==> src/rtl/alu_ctrl_md.sv <==
// ALU control decoder with a counter-based multiply/divide sequencer and HI/LO interlock.
// Optional mul/div support is built only when ALU_CTRL_MULDIV_EN is defined.
module alu_ctrl_md #(
   parameter int CTRL_W    = 5,
   parameter int MD_CYCLES = 4
) (
   input  logic              clk_i,
   input  logic              rst_i,
   input  logic              valid_i,
   input  logic [5:0]        funct_i,
   input  logic [CTRL_W-1:0] ALUOp_i,
   input  logic              flush_i,
   output logic [CTRL_W-1:0] ALUCtrl_o,
   output logic              JR_o,
   output logic              SR_o,
   output logic              md_start_o,
   output logic [1:0]        md_op_o,
   output logic              md_busy_o,
   output logic              hilo_we_o,
   output logic              stall_o
);
   localparam logic [CTRL_W-1:0] C_ADD  = CTRL_W'(1);
   localparam logic [CTRL_W-1:0] C_ADDU = CTRL_W'(2);
   localparam logic [CTRL_W-1:0] C_SUB  = CTRL_W'(3);
   localparam logic [CTRL_W-1:0] C_AND  = CTRL_W'(4);
   localparam logic [CTRL_W-1:0] C_OR   = CTRL_W'(5);
   localparam logic [CTRL_W-1:0] C_XOR  = CTRL_W'(6);
   localparam logic [CTRL_W-1:0] C_NOR  = CTRL_W'(7);
   localparam logic [CTRL_W-1:0] C_NAND = CTRL_W'(8);
   localparam logic [CTRL_W-1:0] C_SLT  = CTRL_W'(9);
   localparam logic [CTRL_W-1:0] C_SLL  = CTRL_W'(10);
   localparam logic [CTRL_W-1:0] C_SRL  = CTRL_W'(11);
   localparam logic [CTRL_W-1:0] C_JR   = CTRL_W'(12);
   localparam logic [CTRL_W-1:0] C_SRA  = CTRL_W'(18);
`ifdef ALU_CTRL_MULDIV_EN
   localparam logic [CTRL_W-1:0] C_MFHI = CTRL_W'(19);
   localparam logic [CTRL_W-1:0] C_MFLO = CTRL_W'(20);
`endif

   always_comb begin
      ALUCtrl_o = ALUOp_i;
      JR_o      = 1'b0;
      SR_o      = 1'b0;
      if (ALUOp_i == '0) begin
         case (funct_i)
            6'h20: ALUCtrl_o = C_ADD;
            6'h21: ALUCtrl_o = C_ADDU;
            6'h22: ALUCtrl_o = C_SUB;
            6'h24: ALUCtrl_o = C_AND;
            6'h25: ALUCtrl_o = C_OR;
            6'h26: ALUCtrl_o = C_XOR;
            6'h27: ALUCtrl_o = C_NOR;
            6'h28: ALUCtrl_o = C_NAND;
            6'h2A: ALUCtrl_o = C_SLT;
            6'h00: begin ALUCtrl_o = C_SLL; SR_o = 1'b1; end
            6'h02: begin ALUCtrl_o = C_SRL; SR_o = 1'b1; end
            6'h03: begin ALUCtrl_o = C_SRA; SR_o = 1'b1; end
            6'h08: begin ALUCtrl_o = C_JR;  JR_o = 1'b1; end
`ifdef ALU_CTRL_MULDIV_EN
            6'h10: ALUCtrl_o = C_MFHI;
            6'h12: ALUCtrl_o = C_MFLO;
            6'h18, 6'h19, 6'h1A, 6'h1B: ALUCtrl_o = '0;
`endif
            default: ;
         endcase
      end
   end

`ifdef ALU_CTRL_MULDIV_EN
   localparam int CNT_W = $clog2(MD_CYCLES + 1);

   typedef enum logic {IDLE, BUSY} state_t;

   state_t           state;
   logic [CNT_W-1:0] cnt;
   logic             r_type;
   logic             md_op;
   logic             hilo_user;
   logic             launch;

   assign r_type    = (ALUOp_i == '0);
   assign md_op     = valid_i && r_type && (funct_i[5:2] == 4'b0110);
   assign hilo_user = md_op || (valid_i && r_type && (funct_i == 6'h10 || funct_i == 6'h12));
   assign launch    = (state == IDLE) && md_op && !flush_i;

   // Reset only masks the launch pulse; the flops never see rst_i as data.
   assign md_start_o = rst_i && launch;
   assign md_op_o    = md_start_o ? funct_i[1:0] : 2'b00;
   assign md_busy_o  = (state == BUSY);
   assign hilo_we_o  = (state == BUSY) && (cnt == '0) && !flush_i;
   assign stall_o    = (state == BUSY) && hilo_user;

   always_ff @(posedge clk_i or negedge rst_i) begin
      if (!rst_i) begin
         state <= IDLE;
         cnt   <= '0;
      end else begin
         case (state)
            IDLE: begin
               if (launch) begin
                  state <= BUSY;
                  cnt   <= CNT_W'(MD_CYCLES - 1);
               end
            end
            BUSY: begin
               // Flush wins over completion: no HI/LO write for a cancelled op.
               if (flush_i || cnt == '0) begin
                  state <= IDLE;
                  cnt   <= '0;
               end else begin
                  cnt <= cnt - CNT_W'(1);
               end
            end
            default: begin
               state <= IDLE;
               cnt   <= '0;
            end
         endcase
      end
   end
`else
   logic unused_md;
   assign unused_md  = ^{clk_i, rst_i, valid_i, flush_i};
   assign md_start_o = 1'b0;
   assign md_op_o    = 2'b00;
   assign md_busy_o  = 1'b0;
   assign hilo_we_o  = 1'b0;
   assign stall_o    = 1'b0;
`endif
endmodule
==> config.mk <==
export PLATFORM = sky130hd
export DESIGN_NAME = alu_ctrl_md
export DESIGN_NICKNAME = d
export VERILOG_FILES = /design/src/rtl/alu_ctrl_md.sv
export SDC_FILE = /design/constraint.sdc
export NUM_CORES = 1
export LEC_CHECK = 0
export BUFFER_PORTS_ARGS = -buffer_cell sky130_fd_sc_hd__buf_2
export CAP_MARGIN = 5
export CORE_AREA = 2 2 39 41
export DETAILED_ROUTE_END_ITERATION = 12
export DIE_AREA = 0 0 41 43
export GPL_ROUTABILITY_DRIVEN = 0
export PLACE_DENSITY_LB_ADDON = 0.08
export REMOVE_ABC_BUFFERS = 1
export SETUP_SLACK_MARGIN = 0.4
export SLEW_MARGIN = 5
export SYNTH_ARGS = -nofsm -noshare
export SYNTH_HDL_FRONTEND = slang
export SYNTH_SLANG_ARGS = --single-unit
==> constraint.sdc <==
create_clock -name vclk -period 1.5
set_clock_uncertainty 0.05 [all_clocks]
set_input_delay 0.3 -clock vclk [all_inputs]
set_output_delay 0.3 -clock vclk [all_outputs]
set_load 0.01 [all_outputs]
== Yosys cells after proc, flatten, opt, wreduce, memory -nomap -nowiden ==
Cells that the tools add are included.
Operators by class
  eq/ne operators: 12
  muxes and demuxes: 6
  reduce and logical (&&, ||, !) cells: 3
Operators by type and width (number)
  $pmux 5 s13: 1
  $eq 6x6->1 const B: 9
  $eq 6x2->1 const B: 2
  $eq 6x4->1 const B: 1
  $logic_not 6->1: 1
  $logic_not 5->1: 1
  $mux 5: 1
  $mux 1: 4
  $reduce_or 3->1: 1
Word-level totals
  flip-flop bits (word level): 0
  input port bits: 15
  output and inout bits: 13
  logic and storage cells: 21

== Depth between registers and ports, before layout ==
  word-level depth: 4
  gate-level depth with buffers: 5
  gate-level depth less buffers: 4

== Worst setup path after synthesis ==
Ideal clock, no wire load.
  kind: in2out
  from: input funct_i[1]
  to: output ALUCtrl_o[1]
  arrival time: 0.978 ns
  data required time: 1.150 ns
  slack: 0.172 ns
  cell stages on the path: 5
  buffers on the path: 1
  cells stage by stage: buf_4 -> nor2_2 -> o21bai_1 -> a21oi_1 -> a41o_1
Between the ends
  longest elaborated chain between the ends: 3
  elaborated cells between the ends (all ways): 15
Ends and longest elaborated chain
  start: declaration: line 10  | input logic [5:0] funct_i,
  $eq 6x4->1 (tied with other cells): line 45  | case (funct_i)
  $pmux 5 s13 (*): line 45
  $mux 5 (*): line 44  | if (ALUOp_i == '0) begin
  end: declaration: line 13  | output logic [CTRL_W-1:0] ALUCtrl_o,
Mark *: on every way between the ends. The rest lies on a longest branch, timed or not.

== Final worst setup path ==
  from: input funct_i[3]
  to: output ALUCtrl_o[0]
The elaborated chain is that of the path after synthesis.

==> PnR_summary.wiki <==
{| class="wikitable"
! Metric !! Value
|-
| Result of the run || complete, no violations
|-
| Top fanout value on the critical path || 4
|-
| Launch point of the worst path || funct_i[3]
|-
| Area taken by multi-input logic gates || around 280 sq um
|-
| Basic-gate share of the synthesized area counting and, or, nand and nor cells || 37.8%
|-
| Worst-case setup margin in the final layout || 0.0139 ns
|-
| Total power after layout || 0.127 mW
|-
| Data arrival time of the critical path || roughly 1.1 ns
|-
| Ordered cell list for the critical path || buf_8, and2b_2, and3_4, a21oi_2, o21bai_1, buf_2
|-
| Worst hold margin || 0.847 ns
|-
| Number of global-route vias before repair || roughly 300
|-
| Number of detailed-route iterations in the first pass || 2
|-
| Final period util || between 90% and 100%
|-
| Post-cts hold buffer count || 0
|-
| Post-synth top area share || 21.8%
|-
| Wire length after detailed routing || 838 um
|-
| Maximum number of pins on one net before global-route repair || 9
|-
| Estimated wirelength of the detail-placed design || 638 um
|-
| Sum Neg Setup Slack || 0 ns
|-
| Cell area after layout || 522 sq um
|-
| Final sequential cell count || 0
|-
| P_leak || between 0.2 and 0.25 nW
|-
| Number of cells traversed by the worst hold path || 3
|-
| Synthesis warning total || 0
|-
| Kind of end point of the critical path || output port
|-
| Iteration-0 DRC count of the detailed router || 1
|-
| Final Hold Viols || 0
|-
| DIE WIDTH || just over 40 um
|-
| Sequential cell area || 0 sq um
|-
| Final critical-path required period || 1.49 ns
|-
| # port buffers || 18
|-
| Top-count cell post-synth || sky130_fd_sc_hd__buf_4
|-
| Number of setup violations in the final report || 0
|-
| Placed instance area || 363 sq um
|-
| Count of non-filler cells in the finished layout || 80
|-
| Placed Instances || 77
|-
| Cell count after synthesis || 39
|-
| Pre-CTS setup slack || -0.0285 ns
|-
| Count of boundary I/O pins || 28
|-
| Critical Path RT || 1.15 ns
|-
| Synth Area in Compound Gates || 32.6%
|-
| Via density per instance || 4.34
|-
| Largest family of logic cells by synthesized area || simple AND/OR/NAND/NOR gates
|-
| Detail-routed net length per standard cell || approximately 10 um
|-
| Area of the die || roughly 1800 sq um
|-
| Hold Path Class || primary input to output port
|-
| Fraction of the yosys area taken by sequential cells || 0%
|-
| Slowest CP cell || sky130_fd_sc_hd__and2b_2
|-
| Fill cell instance count of the final layout || 159
|-
| Number of different library cells in the post-synthesis netlist || 20
|-
| Multiplexer fraction of the synthesized cell area || 0%
|-
| Achievable clock frequency || between 600 and 700 MHz
|-
| RSZ-0062 raised after global routing || true
|-
| Antenna diode count || 0
|-
| Commonest cells post-synth || sky130_fd_sc_hd__buf_4, sky130_fd_sc_hd__o21bai_1, sky130_fd_sc_hd__nor2_1
|-
| CP peak stage delay || 0.24 ns
|-
| Kind of launch point of the worst setup path || primary input
|-
| Crit path kind || primary input to output port
|-
| Power per Cell Area || ~240 nW/um^2
|-
| Die height || 43 um
|-
| Worst Setup EP || ALUCtrl_o[0]
|-
| Area share of xor/xnor cells in the synthesized design || 0%
|-
| CORE AREA || 1380 sq um
|-
| Cell types with the largest area share after synthesis || sky130_fd_sc_hd__buf_4, sky130_fd_sc_hd__o21bai_1, sky130_fd_sc_hd__nor2_1, sky130_fd_sc_hd__maj3_2, sky130_fd_sc_hd__a21oi_1
|-
| Antenna-violating nets left || 0
|-
| Overall track demand over capacity in global routing || 9.69%
|-
| Fraction of final layout cells sized beyond drive strength 1 || 65.6%
|-
| Max rail drop VDD || 68.7 uV
|-
| Final design utilization || 37.7%
|-
| Slew Viols, Final || 0
|-
| Initial core utilization || 17.5%
|-
| Post-synthesis cell type with the largest combined area || sky130_fd_sc_hd__buf_4
|-
| Area growth syn-to-layout || 116%
|-
| Layout clock buffer count || 0
|-
| Number of nets in the finished design || 81
|-
| Fraction of the mapped netlist area in adder cells || 4.66%
|-
| Syn Std Cell Area || 241 sq um
|-
| Number of antenna violations at the first check in global routing || 0
|-
| Number of cell rows || 14
|-
| Vias post-DR || 347
|-
| Wire length of the first global-routing pass || 1.25 mm
|-
| Maximum Capacitance Violations || 0
|-
| Post-Synthesis Mean Instance Area || 6.19 sq um
|-
| Overflow after GRT || 0
|-
| Number of remaining DRC errors || 0
|}
==> per-layer routing <==
metal | GRT usage, % | share of wire [%] | vias to the layer above
met1 | 14.2 | 44 | 153
met3 | 0 | 7.2 | 0
met5 | 0 | 0 | -
li1 | - | - | 179
met4 | 0 | 0 | 0
met2 | 16.3 | 48 | 15
==> placed cells by master, fill, tap and decap left out, types with 2 or more instances in the layout <==
master                     count
sky130_fd_sc_hd__buf_2        10
sky130_fd_sc_hd__buf_8         3
sky130_fd_sc_hd__conb_1        6
sky130_fd_sc_hd__buf_4         8
sky130_fd_sc_hd__nor2_4        5
sky130_fd_sc_hd__o21bai_1      6
sky130_fd_sc_hd__nor3_2        2
sky130_fd_sc_hd__nand2_1       2
sky130_fd_sc_hd__buf_6         6
sky130_fd_sc_hd__a21oi_2       2
==> worst min path at each step <==
stage,start,endpoint,slack (ns)
after floorplan,funct_i[0],JR_o,0.60
after global placement,ALUOp_i[3],ALUCtrl_o[3],0.85
after detailed placement,ALUOp_i[4],ALUCtrl_o[4],0.84
after CTS,funct_i[0],JR_o,0.84
after global routing,funct_i[0],JR_o,0.87
final,funct_i[0],JR_o,0.85
==> kinds of logic after synthesis <==
logic type | after synthesis
AND/OR/NAND/NOR | 18
AO/OA/AOI/OAI | 11
other | 1
adder cells (fa/ha/maj) | 1
buffers and inverters | 8
==> report_power, final <==
group | switching (mW) | total [mW] | internal, mW
logic | 0.0592 | 0.127 | 0.0681
registers | 0 | 0 | 0
clock network | 0 | 0 | 0
total | 0.0592 | 0.127 | 0.0681
==> layout make-up <==
type               count  share of cell area [%]
repair buffers        27                    42.7
multi-input cells     36                    52.8
inverters              1                   0.719
well taps             16                    3.84
==> timing repair <==
action | CTS | global route
endpoints found under the setup margin | 7 | 7
endpoints found under the hold margin | 0 | 0
setup buffers | 3 | 0
pin swaps | 7 | 8
resized for setup | 24 | 12
==> worst max-delay path: cells and delay by family <==
family	cells	cell delay, ns
AOI/OAI and AO/OA	2	0.16
and+or+nand+nor	2	0.42
buffers and inverters	2	0.25
Power figures use the tool's default switching activity.
